--- src/rtl/wb_master_pkg.sv ---
// Shared types and defaults for the Wishbone classic bus master.
package wb_master_pkg;

    localparam int WB_AW      = 26;
    localparam int WB_DW      = 32;
    localparam int WB_TIMEOUT = 256;

    typedef enum logic [1:0] {
        IDLE,
        BUS,
        GAP
    } wbm_state_t;

    typedef struct packed {
        logic             err;
        logic [WB_DW-1:0] rdata;
    } wbm_rsp_t;

endpackage

--- src/rtl/wbm_timeout_cnt.sv ---
// Saturating ack-wait counter; expired flags the last allowed bus cycle.
module wbm_timeout_cnt
    import wb_master_pkg::*;
#(
    parameter int TIMEOUT = WB_TIMEOUT
) (
    input  logic clk,
    input  logic rst,
    input  logic clr,
    input  logic en,
    output logic expired
);

    localparam int CW = (TIMEOUT < 1) ? 1 : $clog2(TIMEOUT + 1);
    localparam logic [CW-1:0] LAST = CW'((TIMEOUT == 0) ? 0 : TIMEOUT - 1);
    localparam logic [CW-1:0] SAT  = CW'(TIMEOUT);

    logic [CW-1:0] r_cnt;

    always_ff @(posedge clk) begin
        if (rst || clr) begin
            r_cnt <= '0;
        end else if (en && (r_cnt != SAT)) begin
            r_cnt <= r_cnt + CW'(1);
        end
    end

    assign expired = (TIMEOUT != 0) && (r_cnt == LAST);

endmodule

--- src/rtl/wb_classic_master.sv ---
// Single-transfer Wishbone B4 classic master with registered outputs.
module wb_classic_master
    import wb_master_pkg::*;
#(
    parameter int AW      = WB_AW,
    parameter int DW      = WB_DW,
    parameter int TIMEOUT = WB_TIMEOUT,
    parameter int SW      = DW / 8
) (
    input  logic          wb_clk_i,
    input  logic          wb_rst_i,
    input  logic          cmd_valid,
    output logic          cmd_ready,
    input  logic          cmd_we,
    input  logic [AW-1:0] cmd_addr,
    input  logic [DW-1:0] cmd_wdata,
    input  logic [SW-1:0] cmd_sel,
    output logic          rsp_valid,
    output logic          rsp_err,
    output logic [DW-1:0] rsp_rdata,
    output logic          wb_cyc_o,
    output logic          wb_stb_o,
    output logic          wb_we_o,
    output logic [AW-1:0] wb_addr_o,
    output logic [DW-1:0] wb_dat_o,
    output logic [SW-1:0] wb_sel_o,
    input  logic [DW-1:0] wb_dat_i,
    input  logic          wb_ack_i
);

    wbm_state_t    r_state, w_state;
    logic          r_cyc, w_cyc;
    logic          r_we, w_we;
    logic [AW-1:0] r_addr, w_addr;
    logic [DW-1:0] r_dat, w_dat;
    logic [SW-1:0] r_sel, w_sel;
    logic          r_ready, w_ready;
    logic          r_rsp_valid, w_rsp_valid;
    wbm_rsp_t      r_rsp, w_rsp;
    logic          w_clr;
    logic          w_expired;

    wbm_timeout_cnt #(
        .TIMEOUT(TIMEOUT)
    ) u_tmo (
        .clk    (wb_clk_i),
        .rst    (wb_rst_i),
        .clr    (w_clr),
        .en     (r_state == BUS),
        .expired(w_expired)
    );

    always_comb begin
        w_state     = r_state;
        w_cyc       = r_cyc;
        w_we        = r_we;
        w_addr      = r_addr;
        w_dat       = r_dat;
        w_sel       = r_sel;
        w_rsp_valid = 1'b0;
        w_rsp       = r_rsp;
        w_clr       = 1'b0;
        unique case (r_state)
            IDLE: begin
                if (cmd_valid && r_ready) begin
                    w_we    = cmd_we;
                    w_addr  = cmd_addr;
                    w_dat   = cmd_wdata;
                    w_sel   = cmd_sel;
                    w_cyc   = 1'b1;
                    w_clr   = 1'b1;
                    w_state = BUS;
                end
            end
            BUS: begin
                // Ack has priority over a timeout landing on the same cycle
                if (wb_ack_i) begin
                    w_cyc       = 1'b0;
                    w_rsp_valid = 1'b1;
                    w_rsp.err   = 1'b0;
                    w_rsp.rdata = r_we ? '0 : WB_DW'(wb_dat_i);
                    w_state     = GAP;
                end else if (w_expired) begin
                    w_cyc       = 1'b0;
                    w_rsp_valid = 1'b1;
                    w_rsp.err   = 1'b1;
                    w_rsp.rdata = '0;
                    w_state     = GAP;
                end
            end
            GAP: begin
                w_cyc   = 1'b0;
                w_state = IDLE;
            end
            default: begin
                w_cyc   = 1'b0;
                w_state = IDLE;
            end
        endcase
        w_ready = (w_state == IDLE);
    end

    always_ff @(posedge wb_clk_i) begin
        if (wb_rst_i) begin
            r_state     <= IDLE;
            r_cyc       <= 1'b0;
            r_we        <= 1'b0;
            r_addr      <= '0;
            r_dat       <= '0;
            r_sel       <= '0;
            r_ready     <= 1'b0;
            r_rsp_valid <= 1'b0;
            r_rsp       <= '0;
        end else begin
            r_state     <= w_state;
            r_cyc       <= w_cyc;
            r_we        <= w_we;
            r_addr      <= w_addr;
            r_dat       <= w_dat;
            r_sel       <= w_sel;
            r_ready     <= w_ready;
            r_rsp_valid <= w_rsp_valid;
            r_rsp       <= w_rsp;
        end
    end

    assign cmd_ready = r_ready;
    assign rsp_valid = r_rsp_valid;
    assign rsp_err   = r_rsp.err;
    assign rsp_rdata = DW'(r_rsp.rdata);
    assign wb_cyc_o  = r_cyc;
    assign wb_stb_o  = r_cyc;
    assign wb_we_o   = r_we;
    assign wb_addr_o = r_addr;
    assign wb_dat_o  = r_dat;
    assign wb_sel_o  = r_sel;

endmodule

--- config.mk ---
export PLATFORM = sky130hd
export DESIGN_NAME = wb_classic_master
export DESIGN_NICKNAME = d
export VERILOG_FILES = /design/src/rtl/wb_master_pkg.sv /design/src/rtl/wbm_timeout_cnt.sv /design/src/rtl/wb_classic_master.sv
export SDC_FILE = /design/constraint.sdc
export NUM_CORES = 1
export LEC_CHECK = 0
export ABC_AREA = 1
export ABC_CLOCK_PERIOD_IN_PS = 3900
export BUFFER_PORTS_ARGS = -buffer_cell sky130_fd_sc_hd__buf_4
export CAP_MARGIN = 30
export CORE_MARGIN = 2
export CORE_UTILIZATION = 50
export DETAILED_ROUTE_END_ITERATION = 6
export GPL_ROUTABILITY_DRIVEN = 0
export GPL_TIMING_DRIVEN = 0
export PLACE_DENSITY = 0.95
export SETUP_SLACK_MARGIN = 0.1
export SKIP_LAST_GASP = 1
export SYNTH_ARGS = -nofsm -noshare
export SYNTH_HDL_FRONTEND = slang
export SYNTH_SLANG_ARGS = --single-unit
--- constraint.sdc ---
create_clock -name wb_clk_i -period 3.9 [get_ports wb_clk_i]
set_input_delay 0.585 -clock wb_clk_i [delete_from_list [all_inputs] [get_ports wb_clk_i]]
set_output_delay 0.585 -clock wb_clk_i [all_outputs]
set_load 0.02 [all_outputs]
=== Word level (Yosys, flattened, before mapping) ===
Cells that the tools add are included.

* Input port bits: 99
* Register bits: 110
* Output and inout port bits: 100

* Bitwise operators: 1
* Reduce and logical (&&, ||, !) cells: 10
* Eq/ne operators: 5
* Mux-type cells: 15
* $add $sub $neg: 1

{| class="wikitable"
|+ Operators with widths
! cell !! count
|-
| 33-bit two-way mux || 2
|-
| 32-bit two-way mux || 1
|-
| 9-bit by 1-bit adder with 9-bit output (second input constant) || 1
|-
| 9-bit by 8-bit == test with 1-bit output (second input constant) || 1
|-
| 9-bit inequality test (second input constant) || 1
|-
| 1-bit two-way mux || 7
|-
| 2-bit two-way mux || 3
|-
| 2-bit AND reduction || 3
|-
| 2-bit logical NOT || 2
|-
| 2-bit one-hot mux with 2 select lines || 1
|-
| 3-bit inequality test (second input constant) || 1
|-
| 2-bit by 1-bit == test with 1-bit output (second input constant) || 1
|-
| 1-bit logical AND || 2
|-
| 2-bit inequality test (second input constant) || 1
|-
| 1-bit one-hot mux with 2 select lines || 1
|-
| 2-bit nonzero test || 1
|-
| 2-bit OR reduction || 1
|-
| 1-bit logical OR || 1
|-
| 1-bit NOT || 1
|}

=== Depth between registers and ports, before layout ===
Gate-level depths: netlist of the first run.

* Word-level depth: 5
* Mapped depth: 10

=== Hierarchy ===
From an unflattened synthesis of the first run, not the netlist that was laid out.

* Cells, all modules: 727
* Area, all modules: 4833.4 µm²

{| class="wikitable"
|+ Modules (own cells, without submodules)
! module !! seq. area each (µm²) !! area an instance (µm²) !! times used !! cells an instance
|-
| wb_classic_master || 2021.9 || 4296.6 || 1 || 647
|-
| wbm_timeout_cnt || 180.2 || 536.8 || 1 || 80
|}

=== Least setup slack after synthesis of the first run ===
No wires, ideal clock.

* Kind: reg2reg
* Start: reg u_tmo.r_cnt[1]
* End: reg r_rsp (netlist bit rsp_rdata[10])
* Data required time: 3.785 ns
* Setup time: 0.115 ns
* Clock period less this slack: 1.722 ns
* Cell stages (with the launch flop): 11
* Slack: 2.178 ns
* Arrival time: 1.607 ns
* Cell sequence: dfxtp_1 ha_1 nand2_1 nor4_1 ha_1 nor2_2 nor2_4 inv_2 buf_2 nand3_1 o21ai_2

* Longest elaborated chain between the ends: 3

{| class="wikitable"
|+ RTL lines
! item !! line !! RTL
|-
| start: declaration || wbm_timeout_cnt.sv:18 || <nowiki>logic [CW-1:0] r_cnt;</nowiki>
|-
| start signal: assignment || wbm_timeout_cnt.sv:24 || <nowiki>r_cnt <= r_cnt + CW'(1);</nowiki>
|-
| 9-bit by 8-bit == test with 1-bit output || wbm_timeout_cnt.sv:28 || <nowiki>assign expired = (TIMEOUT != 0) && (r_cnt == LAST);</nowiki>
|-
| 2-bit nonzero test (no source line) || - ||
|-
| 2-bit AND reduction (no source line) || - ||
|-
| end signal: assignment || wb_classic_master.sv:123 || <nowiki>r_rsp <= w_rsp;</nowiki>
|-
| end: declaration || wb_classic_master.sv:39 || <nowiki>wbm_rsp_t r_rsp, w_rsp;</nowiki>
|}

No other way between the ends.
A chain may end at the register's enable or synchronous reset.

=== Final worst setup path of the first run ===
* Start: reg u_tmo.r_cnt[1]
* End: reg r_rsp (netlist bit rsp_rdata[18])

The elaborated chain is that of the path after synthesis.

==> key figures, run 1 <==
Synthesis
  • Largest family of logic cells by synthesized area: simple AND/OR/NAND/NOR gates
  • Mapped Area: about 4300 sq um
  • Post-synthesis compound-gate area fraction: 0.151
  • Mux share of post-synthesis cell area: 0
  • Gate Count Post-Synth: between 500 and 600
  • Simple-gate area share of the yosys netlist: 0.259
  • XOR/XNOR share of the synthesized area: 0.00203
  • Register area share after synthesis: 0.511
  • Synth Register Bits: 110
  • Post-Synth Adder-Cell Area: 0.00872
  • Synth Net Count: 641
  • Ys Warns: 0
  • Synth Area per Inst: ~8 sq um
  • Cell variety after synth: 26

STA
  • Max Clk Rate: roughly 470 MHz
  • RSZ-0062 raised after global routing: false
  • Tmin final: 2.11 ns
  • Finish-stage setup viols: 0
  • Clock skew: between 0.01 and 0.015 ns
  • Final WS setup: 1.79 ns
  • Final setup TNS: 0 ns
  • Final hold violation count: 0
  • Tightest Pin Transition: roughly 0.36 ns
  • Final worst-path cycle share: 0.541
  • Pins over their slew limit: 0
  • Relative slew slack: 0.758

Global routing
  • Vias in the first global route: between 4000 and 5000
  • Total gr overflow: 0
  • First-pass GRT wire length: between 15000 and 20000 microns
  • Initial antenna violation count: 0
  • Largest net degree at the start of global routing: 19
  • Total GRT Usage: 0.250

Clock tree
  • Clock sinks: 110
  • Hold_buf cts: 0
  • Clock Pin Slew Worst Setup and Hold Paths: around 0.11 ns
  • Postcts setup bufs: 0
  • Clk_lat worst skew: around 0.37 ns
  • Post-CTS sizing: 0
  • CTS tree: done
  • H-Tree Depth: 3
  • Clock Path Buffers: 2
  • CTS buffer count: 9
  • Root buf cell: clkbuf_8

Finish
  • Fin util: 0.736
  • Register Area: ~2200 sq um
  • Layout cells sized above 1: 0.388
  • Layout fillers: 577
  • Final Non-Filler Cells: around 860
  • Synthesis-to-layout area growth: 41.9%
  • Multi-input gate area: about 1800 sq um
  • ANT cells: 0
  • Layout Nets: 850

Routing
  • Initial DRC Count: 116
  • Vias per inst: approximately 5.1
  • Drt pass-1 iters: 4
  • Total Wirelength: 12100 microns
  • Total number of vias: between 4000 and 5000
  • Antenna-violating nets left: 0
  • # DRC: 0
  • Wire length per cell: approximately 14 microns

Worst setup path
  • CP Max Fanout: 10
  • Slowest stage cell, crit path: dfxtp_1
  • Req. time, crit path: around 4.2 ns
  • Worst-path cell chain: ha_1 -> nand2_1 -> nor4_1 -> ha_1 -> nor2_2 -> nor2_4 -> inv_2 -> buf_2 -> nand3_1 -> o21ai_2
  • Worst Path Arrival: 2.38 ns
  • CP Launch Type: register
  • Critical Path Max Stage Delay: approximately 0.42 ns
  • Crit path kind: reg -> reg
  • Crit path capture type: register
  • Cell family with most CP delay: simple AND/OR/NAND/NOR gates
  • Buf+Inv Stages, Crit Path: 2
  • CP most frequent cell: ha_1

Floorplanning
  • Initial Util: 0.519
  • Die span in x: roughly 97 microns
  • IO Count: 199
  • Die outline area: between 9000 and 10000 sq um
  • Row count: 33
  • Placeable Area: just over 8000 sq um
  • Height of the die: between 90 and 100 microns

Min path
  • Hold Path Class: in -> reg

Power and ir drop
  • P_leak: 0.00283 uW
  • Reg power frac: 0.525
  • Psw: just under 700 uW
  • Clock share of power: 0.279
  • Power share of the combinational group: 0.196
  • Internal: 1650 uW
  • Pwr dens: between 300 and 400 nW/um^2
  • Sw frac: 0.292
  • Max IR drop VDD: roughly 250 uV
  • Total chip power: about 2300 uW

Outcome
  • Status: completed

Run
  • # Max-Cap Violations: 0

Place
  • Pre-CTS setup slack: 1.80 ns
  • Hpwl dp: around 9500 microns
  • Port Buf Inserts: 198
  • Placed cells: approximately 840
-- through the flow --
stage                     cell area (sq um)  hold WS (ns)
after floorplan                        4310         0.470
after global placement                 5920         0.463
after detailed placement               5920         0.464
after CTS                              6110         0.406
after global routing                   6110         0.414
final                                  6110         0.425
-- synth_stat cells, drive strengths merged --
master,number,area (sq um)
a211oi,1,7.51
a21oi,8,40.0
buf,30,190
clkbuf,5,18.8
clkinv,1,3.75
dfxtp,110,2200
ha,3,37.5
inv,21,78.8
nand2,67,282
nand3,41,205
nand4,3,33.8
nor2,148,588
nor4,1,6.26
o211ai,1,7.51
o21ai,98,596
xor2,1,8.76
-- layout by cell type, fill, tap and decap left out --
| master | netlist | routed |
|---|---|---|
| clkinvlp_4 | 0 | 2 |
| a21oi_1 | 8 | 8 |
| nand2_2 | 3 | 3 |
| dfxtp_1 | 110 | 110 |
| o211ai_1 | 1 | 1 |
| a211oi_1 | 1 | 1 |
| buf_2 | 20 | 20 |
| clkinv_4 | 0 | 2 |
| nor2_2 | 4 | 4 |
| o21ai_0 | 55 | 55 |
| ha_1 | 3 | 3 |
| inv_8 | 0 | 1 |
| nand4_1 | 2 | 2 |
| xor2_1 | 1 | 1 |
| o21ai_2 | 28 | 28 |
| buf_6 | 4 | 4 |
| buf_4 | 6 | 204 |
| clkbuf_8 | 0 | 10 |
| clkinv_1 | 1 | 1 |
| nand2_4 | 3 | 3 |
| o21ai_1 | 15 | 15 |
| nor2_4 | 3 | 3 |
| nand4_4 | 1 | 1 |
| nor4_1 | 1 | 1 |
| nand3_1 | 41 | 41 |
| clkbuf_1 | 5 | 6 |
| nor2_1 | 141 | 141 |
| nand2_1 | 61 | 61 |
| inv_1 | 14 | 14 |
| inv_2 | 7 | 7 |
-- path summary, 6_finish.rpt --
path / start / endpoint / slack (ns) / cells after the start
max reg2reg: u_tmo.r_cnt[1] / rsp_rdata[18] / 1.79 / 10
min: wb_rst_i / r_state[0] / 0.42 / 2
max: u_tmo.r_cnt[1] / rsp_rdata[18] / 1.79 / 10
min reg2reg: rsp_rdata[2] / rsp_rdata[2] / 0.48 / 2
-- sequential cells by signal, summed over array words and instances (netlist names) --
name and count:
wb_sel_o 4, r_state 2, u_tmo.r_cnt 9, rsp_err 1, rsp_rdata 32, cmd_ready 1
rsp_valid 1, wb_dat_o 32, wb_we_o 1, wb_addr_o 26, wb_cyc_o 1
-- cell families after synthesis --
family / after synthesis
and+or+nand+nor: 260
DFF: 110
AOI/OAI and AO/OA: 108
buffers and inverters: 57
adders and majority gates: 3
xor gates and xnor gates: 1
-- cell type report --
| type | count | share of cell area |
|---|---|---|
| Sequential cell | 110 | 0.361 |
| Multi-Input combinational cell | 372 | 0.297 |
| Timing Repair Buffer | 198 | 0.243 |
| Buffer | 35 | 0.0342 |
| Clock buffer | 11 | 0.0231 |
| Tap cell | 105 | 0.0215 |
| Inverter | 22 | 0.0135 |
| Clock inverter | 5 | 0.00717 |
-- power by group through the flow --
stage          sequential, uW  clock, uW  combinational, uW
6_report                 1220        649                456
4_1_cts                  1220        662                458
3_3_place_gp             1240          0                444
3_5_place_dp             1240          0                457
5_1_grt                  1230        701                497
2_1_floorplan            1310          0                169
-- routing by layer --
metal  vias up  track usage  part of all wire
met5         -            0                 0
met4         0        0.116             0.033
met3        32       0.0564             0.072
met2       200        0.449              0.50
met1      1988        0.281              0.39
li1       2166            -                 -
-- worst register-to-register path, delay by kind of cell (launching register included) --
family	cells	cell delay, ns
buffers and inverters	2	0.27
AND/OR/NAND/NOR	5	0.78
adder cells (fa/ha/maj)	2	0.48
AO/OA/AOI/OAI	1	0.07
flip-flops	1	0.42
(Power assumes the default switching activity.)
==> inputs of run 2 (changes only) <==
--- a/config.mk
+++ b/config.mk
@@ -6,15 +6,15 @@
 export NUM_CORES = 1
 export LEC_CHECK = 0
 export ABC_AREA = 1
-export ABC_CLOCK_PERIOD_IN_PS = 3900
+export ABC_CLOCK_PERIOD_IN_PS = 2200
 export BUFFER_PORTS_ARGS = -buffer_cell sky130_fd_sc_hd__buf_4
 export CAP_MARGIN = 30
 export CORE_MARGIN = 2
-export CORE_UTILIZATION = 50
+export CORE_UTILIZATION = 46
 export DETAILED_ROUTE_END_ITERATION = 6
 export GPL_ROUTABILITY_DRIVEN = 0
 export GPL_TIMING_DRIVEN = 0
-export PLACE_DENSITY = 0.95
+export PLACE_DENSITY = 0.89
 export SETUP_SLACK_MARGIN = 0.1
 export SKIP_LAST_GASP = 1
 export SYNTH_ARGS = -nofsm -noshare
==> constraint.sdc (replaced) <==
create_clock -name wb_clk_i -period 2.2 [get_ports wb_clk_i]
set_input_delay 0.33 -clock wb_clk_i [delete_from_list [all_inputs] [get_ports wb_clk_i]]
set_output_delay 0.33 -clock wb_clk_i [all_outputs]
set_load 0.02 [all_outputs]
==> run 2 against run 1 <==
Compared with the run above:
- combinational power up 77%
- total power up 77%
- sequential share of layout area about the same
- clock skew fell by 0.00074 ns
- fmax increased by 11%
- critical path type unchanged
- critical endpoint is now rsp_rdata[17]
==> key figures, run 2 (synthesis results as in run 1) <==
Outcome
  • Status: completed

Global routing
  • First-pass GRT wire length: roughly 19000 microns
  • Total gr overflow: 0
  • Initial antenna violation count: 0
  • Largest net degree at the start of global routing: 19
  • Vias in the first global route: between 4000 and 5000
  • Total GRT Usage: 0.233

Floorplanning
  • Placeable Area: 9150 sq um
  • Initial Util: 0.470
  • Die outline area: approximately 10000 sq um
  • Height of the die: just over 100 microns
  • IO Count: 199
  • Row count: 35
  • Die span in x: slightly above 100 microns

Clock tree
  • CTS tree: done
  • Post-CTS sizing: 0
  • Postcts setup bufs: 0
  • Clock sinks: between 100 and 150
  • Hold_buf cts: 0
  • H-Tree Depth: 3
  • Clock Pin Slew Worst Setup and Hold Paths: about 0.10 ns
  • Clock Path Buffers: 2
  • Root buf cell: clkbuf_8
  • Clk_lat worst skew: between 0.3 and 0.4 ns
  • CTS buffer count: 9

Finish
  • Register Area: approximately 2200 sq um
  • Multi-input gate area: 1820 sq um
  • Layout cells sized above 1: 0.394
  • Fin util: 0.669
  • Layout fillers: roughly 750
  • Most frequent cells in the layout: buf_4, nor2_1, dfxtp_1
  • Synthesis-to-layout area growth: 42.2%
  • ANT cells: 0
  • Commonest non-fill, non-tap cell in the layout: buf_4
  • Layout Nets: 850

STA
  • RSZ-0062 raised after global routing: false
  • Final hold violation count: 0
  • Final worst-path cycle share: 0.861
  • Final Hold Slack: roughly 0.17 ns
  • Clock skew: 0.0142 ns
  • Finish-stage setup viols: 0
  • Max Clk Rate: approximately 530 MHz
  • Relative slew slack: 0.758
  • Tmin final: around 1.9 ns
  • Pins over their slew limit: 0
  • Final setup TNS: 0 ns
  • Tightest Pin Transition: roughly 0.36 ns

Power and ir drop
  • P_leak: approximately 0.0028 uW
  • Max IR drop VDD: between 400 and 500 uV
  • Pwr dens: ~670 nW/um^2

Worst setup path
  • Crit path kind: reg -> reg
  • Worst Path Arrival: around 2.2 ns
  • Slowest stage cell, crit path: dfxtp_2
  • Worst-path cell chain: ha_2 -> nand2_1 -> nor4_2 -> ha_1 -> nor2_2 -> nor2_4 -> inv_2 -> buf_2 -> nand3_1 -> o21ai_2
  • Req. time, crit path: ~2.5 ns
  • RR Startpoint: u_tmo.r_cnt[1]
  • Worst Reg-to-Reg Cells: 10
  • Worst setup endpoint: rsp_rdata[17]
  • CP Launch Type: register
  • CP Max Fanout: 10
  • Reg2Reg Setup Slack: about 0.31 ns
  • R2r endpoint: rsp_rdata[17]
  • Crit path capture type: register
  • Critical Path Max Stage Delay: approximately 0.38 ns
  • Worst Setup SP: u_tmo.r_cnt[1]

Min path
  • Hold Path Class: in -> reg

Routing
  • Wire length per cell: around 14 microns
  • Total number of vias: 4306
  • Antenna-violating nets left: 0
  • Initial DRC Count: just under 200
  • Total Wirelength: between 10000 and 15000 microns
  • # DRC: 0
  • Vias per inst: around 5
  • Drt pass-1 iters: 5

Place
  • Port Buf Inserts: about 200
  • Hpwl dp: 9440 microns

Run
  • # Max-Cap Violations: 0
run 2: cell type report:
class                   instances  share of cell area
plain buffers                  35              0.0341
clock buffers                  10              0.0225
clock inverters                 5             0.00715
inverters                      22              0.0135
multi-input cells             372               0.297
flip-flops and latches        110               0.360
well taps                     111              0.0227
repair buffers                198               0.243
run 2: worst max-delay path: cells and delay by family (launching register included):
| kind | cells | cell delay [ns] |
|---|---|---|
| and+or+nand+nor | 5 | 0.67 |
| adders and majority gates | 2 | 0.41 |
| DFF | 1 | 0.38 |
| buffers and inverters | 2 | 0.29 |
| AOI/OAI and AO/OA | 1 | 0.06 |
run 2: how the worst min path moves through the flow:
stage / startpoint / end / slack, ns / depth (start not counted)
2_1_floorplan: wb_rst_i / r_state[0] / 0.40 / 1
3_3_place_gp: rsp_rdata[2] / rsp_rdata[2] / 0.46 / 2
3_5_place_dp: rsp_rdata[2] / rsp_rdata[2] / 0.47 / 2
4_1_cts: wb_rst_i / r_state[0] / 0.15 / 2
5_1_grt: wb_ack_i / rsp_err / 0.15 / 2
6_report: wb_ack_i / rsp_err / 0.17 / 2
run 2: metal layers:
metal / vias up / share of wire / global-route usage
met3: 27 / 0.073 / 0.0520
met1: 1939 / 0.39 / 0.275
met5: - / 0 / 0
met2: 174 / 0.50 / 0.402
li1: 2166 / - / -
met4: 0 / 0.031 / 0.107
run 2: metrics by stage:
| step | cells | setup WS [ns] | cell area (sq um) | total power [uW] |
|---|---|---|---|---|
| after floorplan | 539 | 0.478 | 4310 | 2630 |
| after global placement | 848 | 0.239 | 5930 | 2990 |
| after detailed placement | 848 | 0.143 | 5930 | 3020 |
| after CTS | 863 | 0.127 | 6110 | 4140 |
| after global routing | 863 | 0.161 | 6120 | 4310 |
| final | 863 | 0.306 | 6120 | 4110 |
run 2: power by group:
part | switching (uW) | internal [uW]
registers | 61.1 | 2100
logic | 445 | 363
clock network | 688 | 452
total | 1190 | 2920
==> inputs of run 3 (changes only) <==
--- a/config.mk
+++ b/config.mk
@@ -6,7 +6,7 @@
 export NUM_CORES = 1
 export LEC_CHECK = 0
 export ABC_AREA = 1
-export ABC_CLOCK_PERIOD_IN_PS = 2200
+export ABC_CLOCK_PERIOD_IN_PS = 2100
 export BUFFER_PORTS_ARGS = -buffer_cell sky130_fd_sc_hd__buf_4
 export CAP_MARGIN = 30
 export CORE_MARGIN = 2
==> constraint.sdc (replaced) <==
create_clock -name wb_clk_i -period 2.1 [get_ports wb_clk_i]
set_input_delay 0.315 -clock wb_clk_i [delete_from_list [all_inputs] [get_ports wb_clk_i]]
set_output_delay 0.315 -clock wb_clk_i [all_outputs]
set_load 0.02 [all_outputs]
==> run 3 against run 2 <==
Compared with the run above:
- final area up 0.25%
- die area unchanged
- sequential power up 5%
- global-route usage up 0.15 points
- fmax up 1.2%
- combinational power up 4.8%
- count of clock-buffer cells in the layout unchanged
- hold slack worse by 0.014 ns
- clock skew about the same
- clock power up 4%
- utilization up 0.16 points
- critical path depth unchanged
- largest cell class unchanged
==> key figures, run 3 (synthesis results as in run 1) <==
Outcome
  • Status: completed

Routing
  • # DRC: 0
  • Total number of vias: 4304
  • Initial DRC Count: approximately 200
  • Total Wirelength: about 12000 microns
  • Wire length per cell: ~14 microns
  • Drt pass-1 iters: 5
  • Vias per inst: roughly 5.0
  • Antenna-violating nets left: 0

Run
  • # Max-Cap Violations: 0

Power and ir drop
  • Max IR drop VDD: about 430 uV
  • P_leak: 0.00283 uW
  • Pwr dens: around 700 nW/um^2

Clock tree
  • Clock Path Buffers: 2
  • CTS buffer count: 9
  • H-Tree Depth: 3
  • CTS tree: done
  • Clock Pin Slew Worst Setup and Hold Paths: ~0.11 ns
  • Hold_buf cts: 0
  • Clock sinks: 110
  • Root buf cell: clkbuf_8
  • Clk_lat worst skew: between 0.3 and 0.4 ns

Min path
  • Hold depth: 2
  • Hold Path Class: in -> reg
  • Hold path start: wb_rst_i

Global routing
  • Total gr overflow: 0
  • Largest net degree at the start of global routing: 19
  • Total GRT Usage: 0.234
  • First-pass GRT wire length: 19100 microns
  • Vias in the first global route: slightly above 4000
  • Initial antenna violation count: 0

Place
  • Hpwl dp: around 9400 microns
  • Pre-CTS setup slack: around 0.043 ns
  • Port Buf Inserts: 198
  • Placed cells: approximately 850

STA
  • RSZ-0062 raised after global routing: false
  • Tightest Pin Transition: 0.363 ns
  • Clock skew: between 0.01 and 0.015 ns
  • Final setup TNS: 0 ns
  • Relative slew slack: 0.758
  • Final worst-path cycle share: 0.891
  • Final WS setup: roughly 0.23 ns
  • Finish-stage setup viols: 0
  • Tmin final: 1.87 ns
  • Pins over their slew limit: 0
  • Max Clk Rate: between 500 and 600 MHz
  • Final hold violation count: 0

Floorplanning
  • Initial Util: 0.470
  • Placeable Area: about 9200 sq um
  • Height of the die: 101 microns
  • Die span in x: approximately 100 microns
  • Row count: 35
  • Die outline area: 10100 sq um
  • IO Count: approximately 200

Finish
  • Final Non-Filler Cells: between 800 and 900
  • Fin util: 0.671
  • Layout cells sized above 1: 0.396
  • ANT cells: 0
  • Layout Nets: 850
  • Most frequent cells in the layout: buf_4, nor2_1, dfxtp_1
  • Commonest non-fill, non-tap cell in the layout: buf_4
  • Synthesis-to-layout area growth: 42.6%

Worst setup path
  • RR Startpoint: u_tmo.r_cnt[1]
  • CP Max Fanout: 10
  • Worst Setup SP: u_tmo.r_cnt[1]
  • CP Launch Type: register
  • Crit path kind: reg -> reg
  • Req. time, crit path: 2.37 ns
  • Worst Path Arrival: ~2.1 ns
  • Crit path capture type: register
  • Worst Reg-to-Reg Cells: 10
[run 3: cell count changes in the layout (fill, tap and decap cells not counted), sizes merged]
cell	before	now
buf	228	227
clkbuf	15	16
[run 3: per-layer routing]
metal	routed length, microns	track usage	vias up
li1	-	-	2169
met1	4780	0.277	1942
met2	6070	0.406	166
met3	860	0.0520	27
met4	367	0.104	0
met5	0	0	-
[run 3: path summary, 6_finish.rpt]
check	end	slack, ns
max reg2reg	rsp_rdata[5]	0.23
max	rsp_rdata[5]	0.23
min	r_state[0]	0.15
min reg2reg	rsp_rdata[2]	0.48
[run 3: through the flow]
stage	area (sq um)	hold slack, ns	power [uW]
floorplan	4310	0.384	2750
CTS	6120	0.135	4340
global route	6140	0.143	4510
detailed placement	5930	0.471	3160
global placement	5930	0.461	3130
finish	6140	0.154	4300
[run 3: what timing repair did]
action,in CTS,in global routing
endpoints found under the hold margin,0,0
buffers inserted,0,0
resized for setup,3,8
setup endpoints to repair,30,30
pin swaps,0,1
[run 3: critical path: stages (launching register included)]
cell,delay [ns]
dfxtp_4,0.38
ha_2,0.22
nand2_2,0.09
nor4_2,0.21
ha_2,0.21
nor2_2,0.06
nor2_4,0.17
inv_2,0.09
buf_2,0.20
nand3_1,0.11
o21ai_2,0.06
[run 3: layout make-up]
cell class                 instances  area [sq um]
tap                              111           139
timing repair buffer             198          1490
clock buffer                      10           138
multi-input combinational        372          1830
inverter                          22          82.6
sequential                       110          2210
buffer                            35           214
fill                             743          3010
clock inverter                     5          43.8
[run 3: power by group]
group          internal [uW]  switching [uW]
clock network            473             716
logic                    381             466
registers               2200            64.2
total                   3050            1250
